<file path="src/rtl/seq_alu_if.sv">
// rtl/seq_alu_if.sv - operand-issue and result/flag handshake bundle for seq_alu
interface seq_alu_if #(parameter int WIDTH = 8);
  logic             in_valid;
  logic             in_ready;
  logic [WIDTH-1:0] a;
  logic [WIDTH-1:0] b;
  logic [2:0]       op;
  logic             out_valid;
  logic             out_ready;
  logic [WIDTH-1:0] result;
  logic             c;
  logic             z;
  logic             v;

  modport slave (
    input  in_valid, a, b, op, out_ready,
    output in_ready, out_valid, result, c, z, v
  );

  modport master (
    output in_valid, a, b, op, out_ready,
    input  in_ready, out_valid, result, c, z, v
  );
endinterface

</file>
<file path="src/rtl/seq_alu.sv">
// rtl/seq_alu.sv - registered WIDTH-bit ALU with valid/ready handshakes and flags
// ALU_MUL_EN enables the iterative shift-add multiplier (op 111); otherwise op 111 is a NOP.
module seq_alu #(
  parameter int WIDTH = 8
) (
  input  logic      clk,
  input  logic      rst_n,
  seq_alu_if.slave  bus
);
  localparam int SHW = $clog2(WIDTH);

  typedef enum logic [1:0] {
    IDLE = 2'd0,
`ifdef ALU_MUL_EN
    EXEC = 2'd1,
`endif
    DONE = 2'd2
  } state_t;

  state_t           state_q, state_d;
  logic [WIDTH-1:0] result_q, result_d;
  logic             c_q, c_d;
  logic             z_q, z_d;
  logic             v_q, v_d;

  logic             accept;
  logic [SHW-1:0]   sh;
  logic [WIDTH:0]   wide;
  logic [WIDTH-1:0] alu_res;
  logic             alu_c;
  logic             alu_v;

`ifdef ALU_MUL_EN
  logic [WIDTH-1:0]   mcand_q, mcand_d;
  logic [2*WIDTH-1:0] prod_q, prod_d;
  logic [SHW-1:0]     cnt_q, cnt_d;
  logic [WIDTH:0]     psum;
`endif

  assign bus.in_ready  = (state_q == IDLE) | ((state_q == DONE) & bus.out_ready);
  assign bus.out_valid = (state_q == DONE);
  assign bus.result    = result_q;
  assign bus.c         = c_q;
  assign bus.z         = z_q;
  assign bus.v         = v_q;
  assign accept        = bus.in_valid & bus.in_ready;
  assign sh            = bus.b[SHW-1:0];

  // Single-cycle ops; the extra wide bit carries carry/borrow/shifted-out bit.
  always_comb begin
    wide    = '0;
    alu_res = '0;
    alu_c   = 1'b0;
    alu_v   = 1'b0;
    case (bus.op)
      3'b000: begin
        wide    = {1'b0, bus.a} + {1'b0, bus.b};
        alu_res = wide[WIDTH-1:0];
        alu_c   = wide[WIDTH];
        alu_v   = (bus.a[WIDTH-1] == bus.b[WIDTH-1]) && (alu_res[WIDTH-1] != bus.a[WIDTH-1]);
      end
      3'b001: begin
        wide    = {1'b0, bus.a} - {1'b0, bus.b};
        alu_res = wide[WIDTH-1:0];
        alu_c   = wide[WIDTH];
        alu_v   = (bus.a[WIDTH-1] != bus.b[WIDTH-1]) && (alu_res[WIDTH-1] != bus.a[WIDTH-1]);
      end
      3'b010: alu_res = bus.a & bus.b;
      3'b011: alu_res = bus.a | bus.b;
      3'b100: alu_res = bus.a ^ bus.b;
      3'b101: begin
        wide    = {1'b0, bus.a} << sh;
        alu_res = wide[WIDTH-1:0];
        alu_c   = wide[WIDTH];
      end
      3'b110: begin
        wide    = {bus.a, 1'b0} >> sh;
        alu_res = wide[WIDTH:1];
        alu_c   = wide[0];
      end
      default: ;
    endcase
  end

  always_comb begin
    state_d  = state_q;
    result_d = result_q;
    c_d      = c_q;
    z_d      = z_q;
    v_d      = v_q;
`ifdef ALU_MUL_EN
    mcand_d  = mcand_q;
    prod_d   = prod_q;
    cnt_d    = cnt_q;
    psum     = '0;
`endif
    case (state_q)
      IDLE, DONE: begin
        if (accept) begin
`ifdef ALU_MUL_EN
          if (bus.op == 3'b111) begin
            mcand_d = bus.a;
            prod_d  = {{WIDTH{1'b0}}, bus.b};
            cnt_d   = '0;
            state_d = EXEC;
          end else
`endif
          begin
            result_d = alu_res;
            c_d      = alu_c;
            v_d      = alu_v;
            z_d      = (alu_res == '0);
            state_d  = DONE;
          end
        end else if (state_q == DONE && bus.out_ready) begin
          state_d = IDLE;
        end
      end
`ifdef ALU_MUL_EN
      // Multiplier bits live in the low half and retire LSB-first as the product shifts in.
      EXEC: begin
        psum   = {1'b0, prod_q[2*WIDTH-1:WIDTH]} + (prod_q[0] ? {1'b0, mcand_q} : '0);
        prod_d = {psum, prod_q[WIDTH-1:1]};
        cnt_d  = cnt_q + 1'b1;
        if (cnt_q == SHW'(WIDTH - 1)) begin
          result_d = prod_d[WIDTH-1:0];
          c_d      = |prod_d[2*WIDTH-1:WIDTH];
          v_d      = 1'b0;
          z_d      = (prod_d[WIDTH-1:0] == '0);
          state_d  = DONE;
        end
      end
`endif
      default: state_d = IDLE;
    endcase
  end

  always_ff @(posedge clk or negedge rst_n) begin
    if (!rst_n) begin
      state_q  <= IDLE;
      result_q <= '0;
      c_q      <= 1'b0;
      z_q      <= 1'b0;
      v_q      <= 1'b0;
`ifdef ALU_MUL_EN
      mcand_q  <= '0;
      prod_q   <= '0;
      cnt_q    <= '0;
`endif
    end else begin
      state_q  <= state_d;
      result_q <= result_d;
      c_q      <= c_d;
      z_q      <= z_d;
      v_q      <= v_d;
`ifdef ALU_MUL_EN
      mcand_q  <= mcand_d;
      prod_q   <= prod_d;
      cnt_q    <= cnt_d;
`endif
    end
  end
endmodule

</file>
<file path="src/flat_wrapper.sv">
// flat-port wrapper written by rule: the top's interface ports become plain ports
module seq_alu_flat 
#(
  parameter int WIDTH = 8
)
  (clk, rst_n, bus_in_valid, bus_a, bus_b, bus_op, bus_out_ready, bus_in_ready, bus_out_valid, bus_result, bus_c, bus_z, bus_v);
  seq_alu_if #(.WIDTH(WIDTH)) bus_i ();
  input  logic clk;
  input  logic rst_n;
  input wire logic [$bits(bus_i.in_valid)-1:0] bus_in_valid;
  input wire logic [$bits(bus_i.a)-1:0] bus_a;
  input wire logic [$bits(bus_i.b)-1:0] bus_b;
  input wire logic [$bits(bus_i.op)-1:0] bus_op;
  input wire logic [$bits(bus_i.out_ready)-1:0] bus_out_ready;
  output wire logic [$bits(bus_i.in_ready)-1:0] bus_in_ready;
  output wire logic [$bits(bus_i.out_valid)-1:0] bus_out_valid;
  output wire logic [$bits(bus_i.result)-1:0] bus_result;
  output wire logic [$bits(bus_i.c)-1:0] bus_c;
  output wire logic [$bits(bus_i.z)-1:0] bus_z;
  output wire logic [$bits(bus_i.v)-1:0] bus_v;
  assign bus_i.in_valid = bus_in_valid;
  assign bus_i.a = bus_a;
  assign bus_i.b = bus_b;
  assign bus_i.op = bus_op;
  assign bus_i.out_ready = bus_out_ready;
  assign bus_in_ready = bus_i.in_ready;
  assign bus_out_valid = bus_i.out_valid;
  assign bus_result = bus_i.result;
  assign bus_c = bus_i.c;
  assign bus_z = bus_i.z;
  assign bus_v = bus_i.v;
  seq_alu #(.WIDTH(WIDTH)) u_core (.clk(clk), .rst_n(rst_n), .bus(bus_i));
endmodule
</file>
<file path="config.mk">
export PLATFORM = sky130hd
export DESIGN_NAME = seq_alu_flat
export DESIGN_NICKNAME = d
export VERILOG_FILES = /design/src/rtl/seq_alu_if.sv /design/src/rtl/seq_alu.sv /design/src/flat_wrapper.sv
export SDC_FILE = /design/constraint.sdc
export NUM_CORES = 1
export LEC_CHECK = 0
export CORE_MARGIN = 3
export CORE_UTILIZATION = 55
export CTS_CLUSTER_DIAMETER = 150
export DETAILED_ROUTE_END_ITERATION = 12
export GPL_ROUTABILITY_DRIVEN = 0
export PLACE_DENSITY = 0.8
export SYNTH_ARGS = -nofsm -noshare
export SYNTH_HDL_FRONTEND = slang
export SYNTH_SLANG_ARGS = --single-unit
export TNS_END_PERCENT = 100
</file>
<file path="constraint.sdc">
create_clock -name clk -period 1.6 [get_ports clk]
set_input_delay 0.48 -clock clk [delete_from_list [all_inputs] [get_ports clk]]
set_output_delay 0.48 -clock clk [all_outputs]
set_load 0.01 [all_outputs]
</file>
==> flow_summary.ini, run 1 <==
[floorplan]
io_pins = 36
die_y_um = 69.6
rows = 22
die-width_um = 69.6
start_util_pct = 59.0

[logic_synthesis]
synth.top_cell.area_share_pct = 14.1
synth_warnings = 0
synth_edf_count = 0
synth_seq_area_share_pct = 13.5
avgSynthCellArea_um2 = 7.61
synth_area_leaders = ha_1 (14%), dfrtp_1 (14%), a21oi_1 (4.7%)
yosys_most_used_dff = dfrtp_1
synth_cells = 292
yosys.area.top_type = ha_1
async_flop_share_pct = 100
synth_nets = 342
synth_cell_type_count = 60
synth_area_um2 = 2220
ys_ff_latch = 12

[clock_network]
hold_buffers = 0
cts_buffer_depth = 2
cts.sinks = 12
h-tree-depth = 1
cts_setup_buffers = 32
cts-resized-gates = 179
cts-buffers-inserted = 3
root_buffer = clkbuf_8

[placed_design]
io_buffers = 35
dpl.hpwl_um = 6830
dp.cells = 447

[outcome]
status = did not finish
tool.error = [ERROR DPL-0038] Utilization greater than 100%, impossible to legalize
haltStage = clock tree synthesis
==> cells in the mapped netlist (8+ instances only) <==
library cell and n:
o21ai_0 13, a21oi_1 21, dfrtp_1 12, nor2_1 21
mux2i_1 8, buf_2 12, inv_1 27, ha_1 25
nand2_1 25, nor3_1 10
==> logic make-up after synthesis <==
group / share of synthesized area (%)
compound gates: 32.8
simple gates: 18.0
fa+ha+maj: 15.9
mux: 9.85
xor+xnor: 0.788
buf+inv: 9.29
flops: 13.5
==> stage by stage <==
step	setup WS [ns]	area (um^2)	utilization, %
2_1_floorplan	-0.856	2400	-
3_3_place_gp	-1.40	3380	89.7
3_5_place_dp	-1.46	3380	89.7
==> inputs of run 2 (changes only) <==
CORE_UTILIZATION = 40   (was 55)
CTS_CLUSTER_DIAMETER = unset   (was 150)
PLACE_DENSITY = unset   (was 0.8)
PLACE_DENSITY_LB_ADDON = 0.15   (was unset)
==> run 2 against run 1 <==
Area after synthesis did not move. Synthesized cell count stayed put. The flow now finishes, with violations (setup timing).
==> flow_summary.ini, run 2 <==
[outcome]
status = complete, but fails checks
violations = setup timing

[power_and_ir_drop]
p_switching_mw = 0.820
powerDensity_nw_per_um2 = 497
internal-power_mw = 1.30
swShare_pct = 38.7
power_mw = 2.12
p_clk_share_pct = 15.5
seqPwrFrac_pct = 17.8
max-vdd-ir-drop_mv = 0.440
combPwrFrac_pct = 66.7
p_leak_nw = 1.93

[floorplan]
die-area_um2 = 6490
io_pins = 36
die-width_um = 80.6
coreArea_um2 = 5240
start_util_pct = 42.5
rows = 26
die_y_um = 80.6

[clock_network]
hold_buffers = 0
insertion_delay_ns = 0.24
cts.sinks = 12
h-tree-depth = 1
root_buffer = clkbuf_8
clkSlewWorstSetupHoldPaths_ns = 0.05
cts_buffer_depth = 2
cts-buffers-inserted = 3
cts_tree = built

[timing]
fmax_ghz = 0.419
rsz0062_at_grt = true
finalMaxSlewViolations = 0
layout_setup_ws_ns = -0.786
setup_viol = 11
skew_ns = 0.00485
post-route-period-util_pct = 149
slew_headroom_pct = 74.5
fin_crit_ns = 2.39
hold_viol_final = 0
tightest_slew_ns = 0.381

[drt]
drc_errors = 0
post_drt_wl_per_cell_um = 18.4
via_per_inst = 5.87
ant_nets = 0
finalWirelength_um = 9480
first_pass_iters = 5
vias = 3015
first_iter_violations = 312

[logic_synthesis]
synth_warnings = 0
synth_cell_type_count = 60
ys_ff_latch = 12
avgSynthCellArea_um2 = 7.61
yosysMostFrequentCell = inv_1
synth_area_leaders = ha_1 (14%), dfrtp_1 (14%), a21oi_1 (4.7%)
synth_common_cells = inv_1 (27), ha_1 (25), nand2_1 (25)
synth_cells = 292
yosys.area.top_type = ha_1
yosys_most_used_dff = dfrtp_1
synth_area_um2 = 2220
async_flop_share_pct = 100
synth.top_cell.area_share_pct = 14.1
synth_nets = 342
synth_edf_count = 0
synth_seq_area_share_pct = 13.5

[grt]
grt_pass1_vias = 2993
grt_remaining_overflow = 0
track_usage_pct = 28.3
grt_max_degree = 21
grt_pass1_wl_um = 14500
grt_antenna_before_repair = 0

[worst_setup_path]
crit_chain = buf_8 > buf_6 > ha_4 > inv_2 > fa_2 > a21o_1 > a21oi_2 > o31a_1 > buf_6 > a221oi_4 > o21ai_2 > o41ai_2
critPathBufInv = 4
path_delay_family = compound AO/OA/AOI/OAI gates
cp_max_fo = 4
rr_startpoint = u_core.state_q[1]
start_kind = input pin
crit_slowest_cell = o41ai_2
arrival_ns = 2.52
crit_top_cell = buf_6
critPathMaxStageDelay_ns = 0.35
crit_path_end_kind = flop
cp-startpoint = bus_b[0]
crit_type = in -> reg
critPathRequiredTime_ns = 1.74

[placed_design]
dpl_cell_area_um2 = 3490
pre_cts_ws_ns = -1.52
io_buffers = 35
dp.cells = 480
dpl.hpwl_um = 6280

[final_layout]
antenna_cells = 0
seq_area_um2 = 300
largest_reg_flops = 8
fin_area_um2 = 4260
layout_commonest_cell = buf_4
fin_nets = 495
drive_above_1_share_pct = 55.6
final_cell_count_no_fill = 514
fillers = 333
area_growth_syn_to_layout_pct = 91.5
multiInputGateArea_um2 = 2260
final_cell_mix = buf_4 (110), buf_6 (26), nand2_1 (24)
fin_util_pct = 81.3

[job]
max_cap_viol_count = 0

[worst_hold_path]
worstHoldStart = u_core.bus.result[5]
min_path_type = reg -> reg
-- run 2: path summary, 6_finish.rpt --
path | to | slack [ns] | depth (start not counted)
setup / recovery | u_core.bus.z | -0.79 | 12
hold / removal | u_core.bus.result[5] | 0.47 | 2
setup reg to reg | u_core.bus.z | 0.01 | 7
hold reg to reg | u_core.bus.result[5] | 0.47 | 2
max in group asynchronous | u_core.bus.result[0] | 0.91 | 2
min in group asynchronous | u_core.bus.c | 0.54 | 2
-- run 2: stage by stage --
step	hold slack [ns]	setup TNS (ns)
finish	0.470	-6.19
global route	0.505	-7.02
CTS	0.482	-5.54
detailed placement	0.475	-14.63
global placement	0.462	-14.05
floorplan	0.184	-6.23
-- run 2: worst reg2reg max path, cell delays in order, from the launching register on --
cell	delay [ns]
dfrtp_1	0.40
nand2b_4	0.09
nand2_1	0.09
a211oi_2	0.22
o2111ai_2	0.16
nor2_1	0.13
nand4_1	0.15
o41ai_2	0.25
-- run 2: layout make-up --
class	count	share of cell area, %
Tap cell	70	2.06
Timing Repair Buffer	168	33.4
Inverter	30	3.06
Clock buffer	4	1.29
Sequential cell	12	7.05
Multi-Input combinational cell	230	53.1
-- run 2: logic make-up (layout without fill, tap and decap cells) --
kind of cell / after synthesis / in the layout / share of synthesized area, %
AOI/OAI and AO/OA: 101 / 101 / 32.8
xor gates and xnor gates: 2 / 2 / 0.788
adders and majority gates: 27 / 27 / 15.9
buffers and inverters: 50 / 202 / 9.29
DFF: 12 / 12 / 13.5
muxes: 16 / 16 / 9.85
and+or+nand+nor: 84 / 84 / 18.0
-- run 2: repair_timing --
item | 4_1_cts | 5_1_grt
hold endpoints to repair | 0 | 0
gates cloned | 1 | 0
pin swaps | 53 | 20
endpoints found under the setup margin | 23 | 13
buffers inserted | 30 | 7
gates resized for setup | 187 | 26
-- run 2: routing by layer --
metal / wire (um) / global-route usage [%] / vias up
li1: - / - / 1390
met2: 4620 / 50.2 / 188
met4: 381 / 11.5 / 0
met3: 727 / 3.25 / 44
met5: 0 / 0 / -
met1: 3750 / 34.2 / 1393
-- run 2: power by group through the flow --
stage	sequential (mW)	clock [mW]	combinational, mW
5_1_grt	0.383	0.350	1.50
2_1_floorplan	0.407	0	0.542
3_5_place_dp	0.384	0	1.10
3_3_place_gp	0.381	0	1.09
6_report	0.377	0.328	1.41
4_1_cts	0.378	0.341	1.30
Note: power is estimated with default switching activity, not from simulation.
